`config.mk`:
```
export PLATFORM = sky130hd
export DESIGN_NAME = core_logic_prog
export DESIGN_NICKNAME = d
export VERILOG_FILES = /design/src/rtl/core_logic_prog_pkg.sv /design/src/rtl/core_rule_match.sv /design/src/rtl/core_logic_prog.sv
export SDC_FILE = /design/constraint.sdc
export NUM_CORES = 1
export LEC_CHECK = 0
export CELL_PAD_IN_SITES_DETAIL_PLACEMENT = 0
export CELL_PAD_IN_SITES_GLOBAL_PLACEMENT = 2
export CORE_MARGIN = 5
export CORE_UTILIZATION = 53
export CTS_CLUSTER_DIAMETER = 80
export DETAILED_ROUTE_END_ITERATION = 10
export PLACE_DENSITY_LB_ADDON = 0.1
export SYNTH_ARGS = -nofsm -noshare
export SYNTH_HDL_FRONTEND = slang
export SYNTH_SLANG_ARGS = --single-unit
```
`constraint.sdc`:
```
create_clock -name clk -period 8.2 [get_ports clk]
set_input_delay 1.64 -clock clk [delete_from_list [all_inputs] [get_ports clk]]
set_output_delay 1.64 -clock clk [all_outputs]
set_load 0.01 [all_outputs]
```
`src/rtl/core_logic_prog_pkg.sv`:
```
`default_nettype none
// +----------------------------------------------------------------------------+
// | core_logic_prog_pkg: shared defaults and cfg_data field offsets for the    |
// | programmable core FSM and its table loader.  Rev 1.0                       |
// +----------------------------------------------------------------------------+
package core_logic_prog_pkg;

    localparam int          DEF_STATE_W = 4;
    localparam int          DEF_COND_W  = 4;
    localparam logic [15:0] DEF_POLY    = 16'h1021;

    // cfg_data = {valid, mask, value, next}, next at bit 0
    localparam int NEXT_LSB = 0;

    function automatic int value_lsb(input int state_w);
        return state_w;
    endfunction

    function automatic int mask_lsb(input int state_w, input int cond_w);
        return state_w + cond_w;
    endfunction

    function automatic int valid_b(input int state_w, input int cond_w);
        return state_w + 2 * cond_w;
    endfunction

endpackage : core_logic_prog_pkg
`default_nettype wire

```
`src/rtl/core_rule_match.sv`:
```
`default_nettype none
// +----------------------------------------------------------------------------+
// | core_rule_match: masked-compare of one state's rules against cond; the     |
// | highest-index matching rule supplies the next state.  Rev 1.0              |
// +----------------------------------------------------------------------------+
module core_rule_match
    import core_logic_prog_pkg::*;
#(
    parameter  int STATE_W = DEF_STATE_W,
    parameter  int COND_W  = DEF_COND_W,
    parameter  int RULES   = 4,
    localparam int BODY_W  = 2 * COND_W + STATE_W
) (
    input  logic [RULES-1:0]             valid,
    input  logic [RULES-1:0][BODY_W-1:0] body,
    input  logic [COND_W-1:0]            cond,
    output logic                         hit,
    output logic [STATE_W-1:0]           next
);

    localparam int VALUE_LSB = value_lsb(STATE_W);
    localparam int MASK_LSB  = mask_lsb(STATE_W, COND_W);

    logic [RULES-1:0] w_match;

    for (genvar r = 0; r < RULES; r++) begin : g_rule
        assign w_match[r] = valid[r] &&
            (((cond ^ body[r][VALUE_LSB +: COND_W]) & body[r][MASK_LSB +: COND_W]) == '0);
    end

    // Ascending scan: a later (higher-index) match overrides earlier ones.
    always_comb begin
        hit  = 1'b0;
        next = '0;
        for (int r = 0; r < RULES; r++) begin
            if (w_match[r]) begin
                hit  = 1'b1;
                next = body[r][NEXT_LSB +: STATE_W];
            end
        end
    end

endmodule : core_rule_match
`default_nettype wire

```
`src/rtl/core_logic_prog.sv`:
```
`default_nettype none
// +----------------------------------------------------------------------------+
// | core_logic_prog: table-driven core FSM with force-load, enable-clear,      |
// | transition counter and MISR signature of the state stream.  Rev 1.0        |
// +----------------------------------------------------------------------------+
module core_logic_prog
    import core_logic_prog_pkg::*;
#(
    parameter  int               STATE_W = DEF_STATE_W,
    parameter  int               COND_W  = DEF_COND_W,
    parameter  int               RULES   = 4,
    parameter  int               SIG_W   = 16,
    parameter  logic [SIG_W-1:0] POLY    = SIG_W'(DEF_POLY),
    parameter  int               CNT_W   = 16,
    localparam int               RULE_IW = (RULES > 1) ? $clog2(RULES) : 1,
    localparam int               DATA_W  = 1 + 2 * COND_W + STATE_W
) (
    input  logic               clk,
    input  logic               rst,
    input  logic               enable,
    input  logic [COND_W:0]    x,
    input  logic               cfg_we,
    input  logic [STATE_W-1:0] cfg_state,
    input  logic [RULE_IW-1:0] cfg_rule,
    input  logic [DATA_W-1:0]  cfg_data,
    input  logic               sig_clr,
    output logic [STATE_W-1:0] y,
    output logic [CNT_W-1:0]   trans_cnt,
    output logic [SIG_W-1:0]   sig
);

    localparam int NSTATES = 2 ** STATE_W;
    localparam int BODY_W  = 2 * COND_W + STATE_W;
    localparam int VALID_B = valid_b(STATE_W, COND_W);

    logic [RULES-1:0]             r_valid [NSTATES];
    logic [RULES-1:0][BODY_W-1:0] r_body  [NSTATES];
    logic [STATE_W-1:0]           r_state;
    logic [CNT_W-1:0]             r_cnt;
    logic [SIG_W-1:0]             r_sig;

    logic                         w_wr_ok;
    logic                         w_hit;
    logic [STATE_W-1:0]           w_rule_next;
    logic [STATE_W-1:0]           w_state_next;
    logic [SIG_W-1:0]             w_sig_step;

    // Rule indices past RULES exist only when RULES is not a power of two.
    assign w_wr_ok = cfg_we && (int'(cfg_rule) < RULES);

    always_ff @(posedge clk) begin
        if (rst) begin
            for (int s = 0; s < NSTATES; s++) begin
                r_valid[s] <= '0;
            end
        end else if (w_wr_ok) begin
            r_valid[cfg_state][cfg_rule] <= cfg_data[VALID_B];
        end
    end

    // Rule bodies are only meaningful behind a valid bit, so they carry no reset.
    always_ff @(posedge clk) begin
        if (w_wr_ok) begin
            r_body[cfg_state][cfg_rule] <= cfg_data[BODY_W-1:0];
        end
    end

    core_rule_match #(
        .STATE_W (STATE_W),
        .COND_W  (COND_W),
        .RULES   (RULES)
    ) u_match (
        .valid (r_valid[r_state]),
        .body  (r_body[r_state]),
        .cond  (x[COND_W:1]),
        .hit   (w_hit),
        .next  (w_rule_next)
    );

    always_comb begin
        w_state_next = r_state;
        if (!enable) begin
            w_state_next = '0;
        end else if (x[0]) begin
            w_state_next = x[STATE_W:1];
        end else if (w_hit) begin
            w_state_next = w_rule_next;
        end
    end

    assign w_sig_step = {r_sig[SIG_W-2:0], 1'b0}
                      ^ (r_sig[SIG_W-1] ? POLY : '0)
                      ^ SIG_W'(r_state);

    always_ff @(posedge clk) begin
        if (rst) begin
            r_state <= '0;
            r_cnt   <= '0;
            r_sig   <= '0;
        end else begin
            r_state <= w_state_next;
            if (sig_clr) begin
                r_cnt <= '0;
                r_sig <= '0;
            end else if (enable) begin
                r_sig <= w_sig_step;
                if (w_state_next != r_state) begin
                    r_cnt <= r_cnt + CNT_W'(1);
                end
            end
        end
    end

    assign y         = r_state;
    assign trans_cnt = r_cnt;
    assign sig       = r_sig;

endmodule : core_logic_prog
`default_nettype wire

```
Word level (Yosys, flattened, before mapping) --
Memories as Yosys holds them, arrays and structs flattened. A register that Yosys moved wholly into a read port is not among the register bits. Index checks and enable logic that the tools add are counted.
Word-level totals: register bits after elaboration 36, input bits 29, logic and storage cells 58, memories kept 2, bits in writable memories 832, output and inout port bits 36
Memories:
- r_body | depth 16, bits a word 48, rd ports 1, clocked after memory_dff 1, write ports 1, RTL line core_logic_prog.sv:37 | logic [RULES-1:0][BODY_W-1:0] r_body [NSTATES];
- r_valid | depth 16, bits a word 4, rd ports 1, clocked after memory_dff 1, write ports 16, RTL line core_logic_prog.sv:36 | logic [RULES-1:0] r_valid [NSTATES];
Cells by class: order comparisons 2, muxes and demuxes 27, reductions and logical operators 12, add/subtract/negate cells 1, bitwise operators 10, eq/ne operators 1
Operators by type and width (count):
- $mux W4 | 13
- $mux W48 | 1
- $demux W12 S2 | 1
- $add A16 B1 Y16 const B | 1
- $and A4 B4 Y4 | 4
- $logic_not A4 Y1 | 4
- $xor A16 B13 Y16 | 1
- $xor A16 B4 Y16 | 1
- $xor A4 B4 Y4 | 4
- $mux W13 | 1
- $mux W12 | 1
- $mux W1 | 9
- $logic_and A1 B1 Y1 | 5
- $ne A4 B4 Y1 | 1
- $reduce_or A4 Y1 | 1
- $lt A2 B3 Y1 const B | 1
- $demux W1 S2 | 1
- $ge A2 B1 Y1 const B | 1
- $reduce_and A2 Y1 | 1
- $reduce_or A2 Y1 | 1

Logic depth before layout (Yosys ltp) --
word-level depth 13, mapped depth 20, mapped depth without buffers 12

Cells and area by module --
Synthesis repeated with hierarchy kept, for this count alone.
Unflattened totals: cell total of the unflattened synthesis 1712, area total of the unflattened synthesis 34739.6 sq um
Modules (own cells, without submodules):
- core_logic_prog | area each 34334.2 sq um, cells an instance 1661, sequential area each 25704.7 sq um, times used 1
- core_rule_match | area each 405.4 sq um, cells an instance 51, sequential area each 0.0 sq um, times used 1

Least setup slack after synthesis --
Ideal clock, no wire load.
path kind input port to flip-flop, from input x[4], to register r_cnt[10] (netlist: trans_cnt[10]), stages on the path 12, slack 3772 ps, required time 8130 ps, setup time 70 ps, buffers on the path 2, arrival 4358 ps, path through buf_1 xor2_1 o32ai_1 o22ai_4 a2111oi_0 o21ai_1 o21ai_1 xor2_1 a31o_1 buf_6 or4_1 a21oi_1
On the way: cells in the longest elaborated chain, start to end 13, elaborated cells on any way between the ends 29, those cells by class 1 x eq/ne; 11 x mux; 8 x bitwise; 9 x reduce/logical
Ends and longest elaborated chain:
- from (decl) | RTL line core_logic_prog.sv:21 | input logic [COND_W:0] x,
- $xor A4 B4 Y4 | RTL line core_rule_match.sv:28 | (((cond ^ body[r][VALUE_LSB +: COND_W]) & body[r][MASK_LSB +: COND_W]) == '0);
- $and A4 B4 Y4 | RTL line core_rule_match.sv:28
- $logic_not A4 Y1 | RTL line core_rule_match.sv:28
- $logic_and A1 B1 Y1 | RTL line core_rule_match.sv:27 | assign w_match[r] = valid[r] &&
- $mux W4 or $mux W1 (tied branches) (4 in series) | RTL line core_rule_match.sv:36 | if (w_match[r]) begin
- $mux W4 | RTL line core_logic_prog.sv:86 | end else if (w_hit) begin
- $mux W4 (*) | RTL line core_logic_prog.sv:84 | end else if (x[0]) begin
- $mux W4 (*) | RTL line core_logic_prog.sv:82 | if (!enable) begin
- $ne A4 B4 Y1 (*) | RTL line core_logic_prog.sv:107 | if (w_state_next != r_state) begin
- $reduce_and A2 Y1 (no source line) (*)
- to (signal assigned) | RTL line core_logic_prog.sv:108 | r_cnt <= r_cnt + CNT_W'(1);
- to (decl) | RTL line core_logic_prog.sv:39 | logic [CNT_W-1:0] r_cnt;
Every way passes the cells marked *; elsewhere a longest branch is shown, timed or not. A chain may end at the register's enable or synchronous reset.

Worst setup path after layout --
from input x[3], to register r_cnt[9] (netlist: trans_cnt[9])
The elaborated chain is that of the path after synthesis.

==> flow_summary.yaml <==
sta:
  setup_violations: 0
  tightestPinTransition_ns: 1.22
  maxSlewViolCount: 0
  grt_setup_unrepaired: "false"
  hold_viol: 0
  min_period_over_period_pct: 67.5
  maxSlewHeadroom_pct: 18.6
  fmax_mhz: 181
  worst_clock_skew_ns: 0.0157
  fin_tns_setup_ns: 0
  min_period_ns: 5.54
synth:
  yosys.area.top_type: "edfxtp_1"
  synth_most_common_cell: "edfxtp_1"
  synth_top_area_share_pct: 71.2
  synth_edf_count: 832
  synth_ff_type: "edfxtp_1"
  yosys_warnings: 0
  ys_seq_elements: 868
  yosysSeqAreaShare_pct: 73.2
  synth_nets: 1851
  synth_area_leaders: "edfxtp_1 (71%), mux4_2 (15%), dfxtp_1 (2.1%)"
  synth_common_cells: "edfxtp_1 (832), mux4_2 (226), nor2_1 (115)"
  async_reset_ff_share_pct: 0
  ys_types: 72
  synth_area_mm2: 0.0351
  syn_inst: 1821
  syn_area_per_cell_um2: 19.3
worst_hold_path:
  hold_path.class: "reg -> reg"
drt:
  drc: 0
  wire_per_inst_um: 28.1
  drt_iter0_drc: 1699
  viasPerCell: 6.07
  drt_wl_total_um: 80300
  first_pass_iters: 7
  dr_total_vias: 17300
  ant_nets: 0
setup_path:
  critPathRequiredTime_ns: 8.74
  worst_setup_path_start_kind: "input pin"
  crit_type: "in -> reg"
  arrival_ns: 6.08
  critPathMaxFanout: 28
  end_kind: "register"
floorplanning:
  design.core.area_mm2: 0.0657
  start_util_pct: 53.4
  die_area_mm2: 0.0715
  ios: 65
  rows: 94
  fp.dieH_um: 267
  dieWidth_um: 267
cts:
  h-tree-depth: 3
  clock_path_buffers: 3
  clock_sinks: 868
  clk_latency_ns: 0.63
  cts_tree: "yes"
  holdBufCountCts: 0
  path_clk_slew_ns: 0.06
  post_cts_resized: 0
  cts_buffers: 89
  cts_setup_buffers: 0
  cts-root-buf: "clkbuf_16"
placed_design:
  dpl.hpwl_um: 47200
  place_congestion: 0.777
  place_area_mm2: 0.0366
  io_buffers: 64
global_routing:
  antenna_found_initial: 2
  grt_usage_pct: 22.7
  first_global_vias: 17600
  grt_pass1_wl_um: 118000
  grt_start_max_net_pins: 71
  grt-ovfl-total: 0
pwr:
  p_leak_nw: 12.7
  max-vdd-ir-drop_mv: 0.192
  switching_power_mw: 2.21
  sw_frac_of_total_pct: 22.4
  clockPowerShare_pct: 41.0
  power_density_mw_per_mm2: 250
  seqPwrFrac_pct: 50.1
  intPower_mw: 7.66
  combPwrFrac_pct: 8.9
finish:
  num_antenna_cells: 0
  area_growth_pct: 12.5
  fin_nets: 1947
  stdcell_area_mm2: 0.0395
  drive_gt1_share_pct: 23.8
job:
  maxCapViolCount: 0
status:
  outcome: "finished, final reports clean"
-- cell families (layout without fill, tap and decap cells) --
group           after synthesis  count (layout)  share of synthesized area [%]
fa+ha+maj                     1               1                         0.0356
simple gates                364             364                           4.99
compound gates              116             116                           2.45
flops                       868             868                           73.2
xor+xnor                     33              33                          0.824
mux                         278             278                           16.0
buf+inv                     161             329                           2.47
-- cells in the final DEF (no fill, tap or decap), types with 8 or more instances in the layout --
cell / count
nand2_1: 76
dfxtp_1: 33
a211oi_1: 8
clkdlybuf4s50_1: 51
clkbuf_1: 14
inv_1: 49
o21ai_0: 10
xor2_1: 26
buf_2: 13
clkinv_1: 18
nand2b_1: 44
edfxtp_1: 832
buf_4: 45
mux4_2: 226
o21ai_1: 12
nand3_1: 22
or3_1: 8
bufinv_16: 11
clkinv_2: 18
a22oi_1: 8
mux2i_1: 50
nor2_1: 113
a21oi_1: 23
and3_1: 12
nor3_1: 30
clkbuf_16: 91
or2_2: 27
-- worst max-delay path, stage by stage --
cell             delay (ns)
clkdlybuf4s50_1        1.00
xor2_1                 0.39
o32ai_1                0.62
o22a_1                 0.34
o2111ai_1              0.14
a32oi_1                0.33
mux2i_1                0.27
a211oi_2               0.07
a31o_1                 0.51
or4_1                  0.61
a21oi_1                0.15
-- flip-flops by register name (all words and copies together) (netlist names) --
name,cells
r_body,768
trans_cnt,16
r_valid,64
sig,16
y,4
-- power groups by stage --
stage / clock (mW) / combinational (mW) / sequential, mW
6_report: 4.04 / 0.878 / 4.95
5_1_grt: 4.31 / 0.936 / 4.95
4_1_cts: 4.12 / 0.887 / 4.95
3_5_place_dp: 0 / 0.885 / 5.04
3_3_place_gp: 0 / 0.880 / 5.04
2_1_floorplan: 0 / 0.611 / 5.01
-- metrics by stage --
step | util [%] | hold WS [ns] | setup WS (ns) | cells | power, mW
CTS | 60.0 | 0.499 | 2.69 | 2853 | 9.95
global placement | 55.6 | 0.487 | 2.15 | 2690 | 5.92
detailed placement | 55.6 | 0.490 | 2.05 | 2690 | 5.93
global route | 60.0 | 0.529 | 2.40 | 2853 | 10.2
floorplan | - | 0.475 | 3.77 | 1821 | 5.62
finish | 60.0 | 0.495 | 2.66 | 2853 | 9.86
-- area by class of cell --
type / instances / area, um^2
fill: 4761 / 26300
sequential: 868 / 25700
multi-input combinational: 792 / 8530
clock buffer: 107 / 2360
tap: 864 / 1080
timing repair buffer: 115 / 1030
clock inverter: 56 / 564
inverter: 51 / 193
-- worst paths after layout --
| path | start | end | slack (ns) | cells after the start |
|---|---|---|---|---|
| setup / recovery | x[3] | trans_cnt[9] | 2.66 | 11 |
| hold / removal | trans_cnt[15] | trans_cnt[15] | 0.50 | 2 |
| setup reg to reg | y[2] | trans_cnt[9] | 2.77 | 13 |
| hold reg to reg | trans_cnt[15] | trans_cnt[15] | 0.50 | 2 |
-- metal layers --
layer	share of wire, %	track usage (%)	routed length [um]	up-vias
li1	-	-	-	7501
met4	1.9	5.32	1500	0
met5	0	0	0	-
met3	5.8	3.38	4650	96
met2	48	36.6	38900	554
met1	44	33.8	35200	9177
Note: power is estimated with default switching activity, not from simulation.
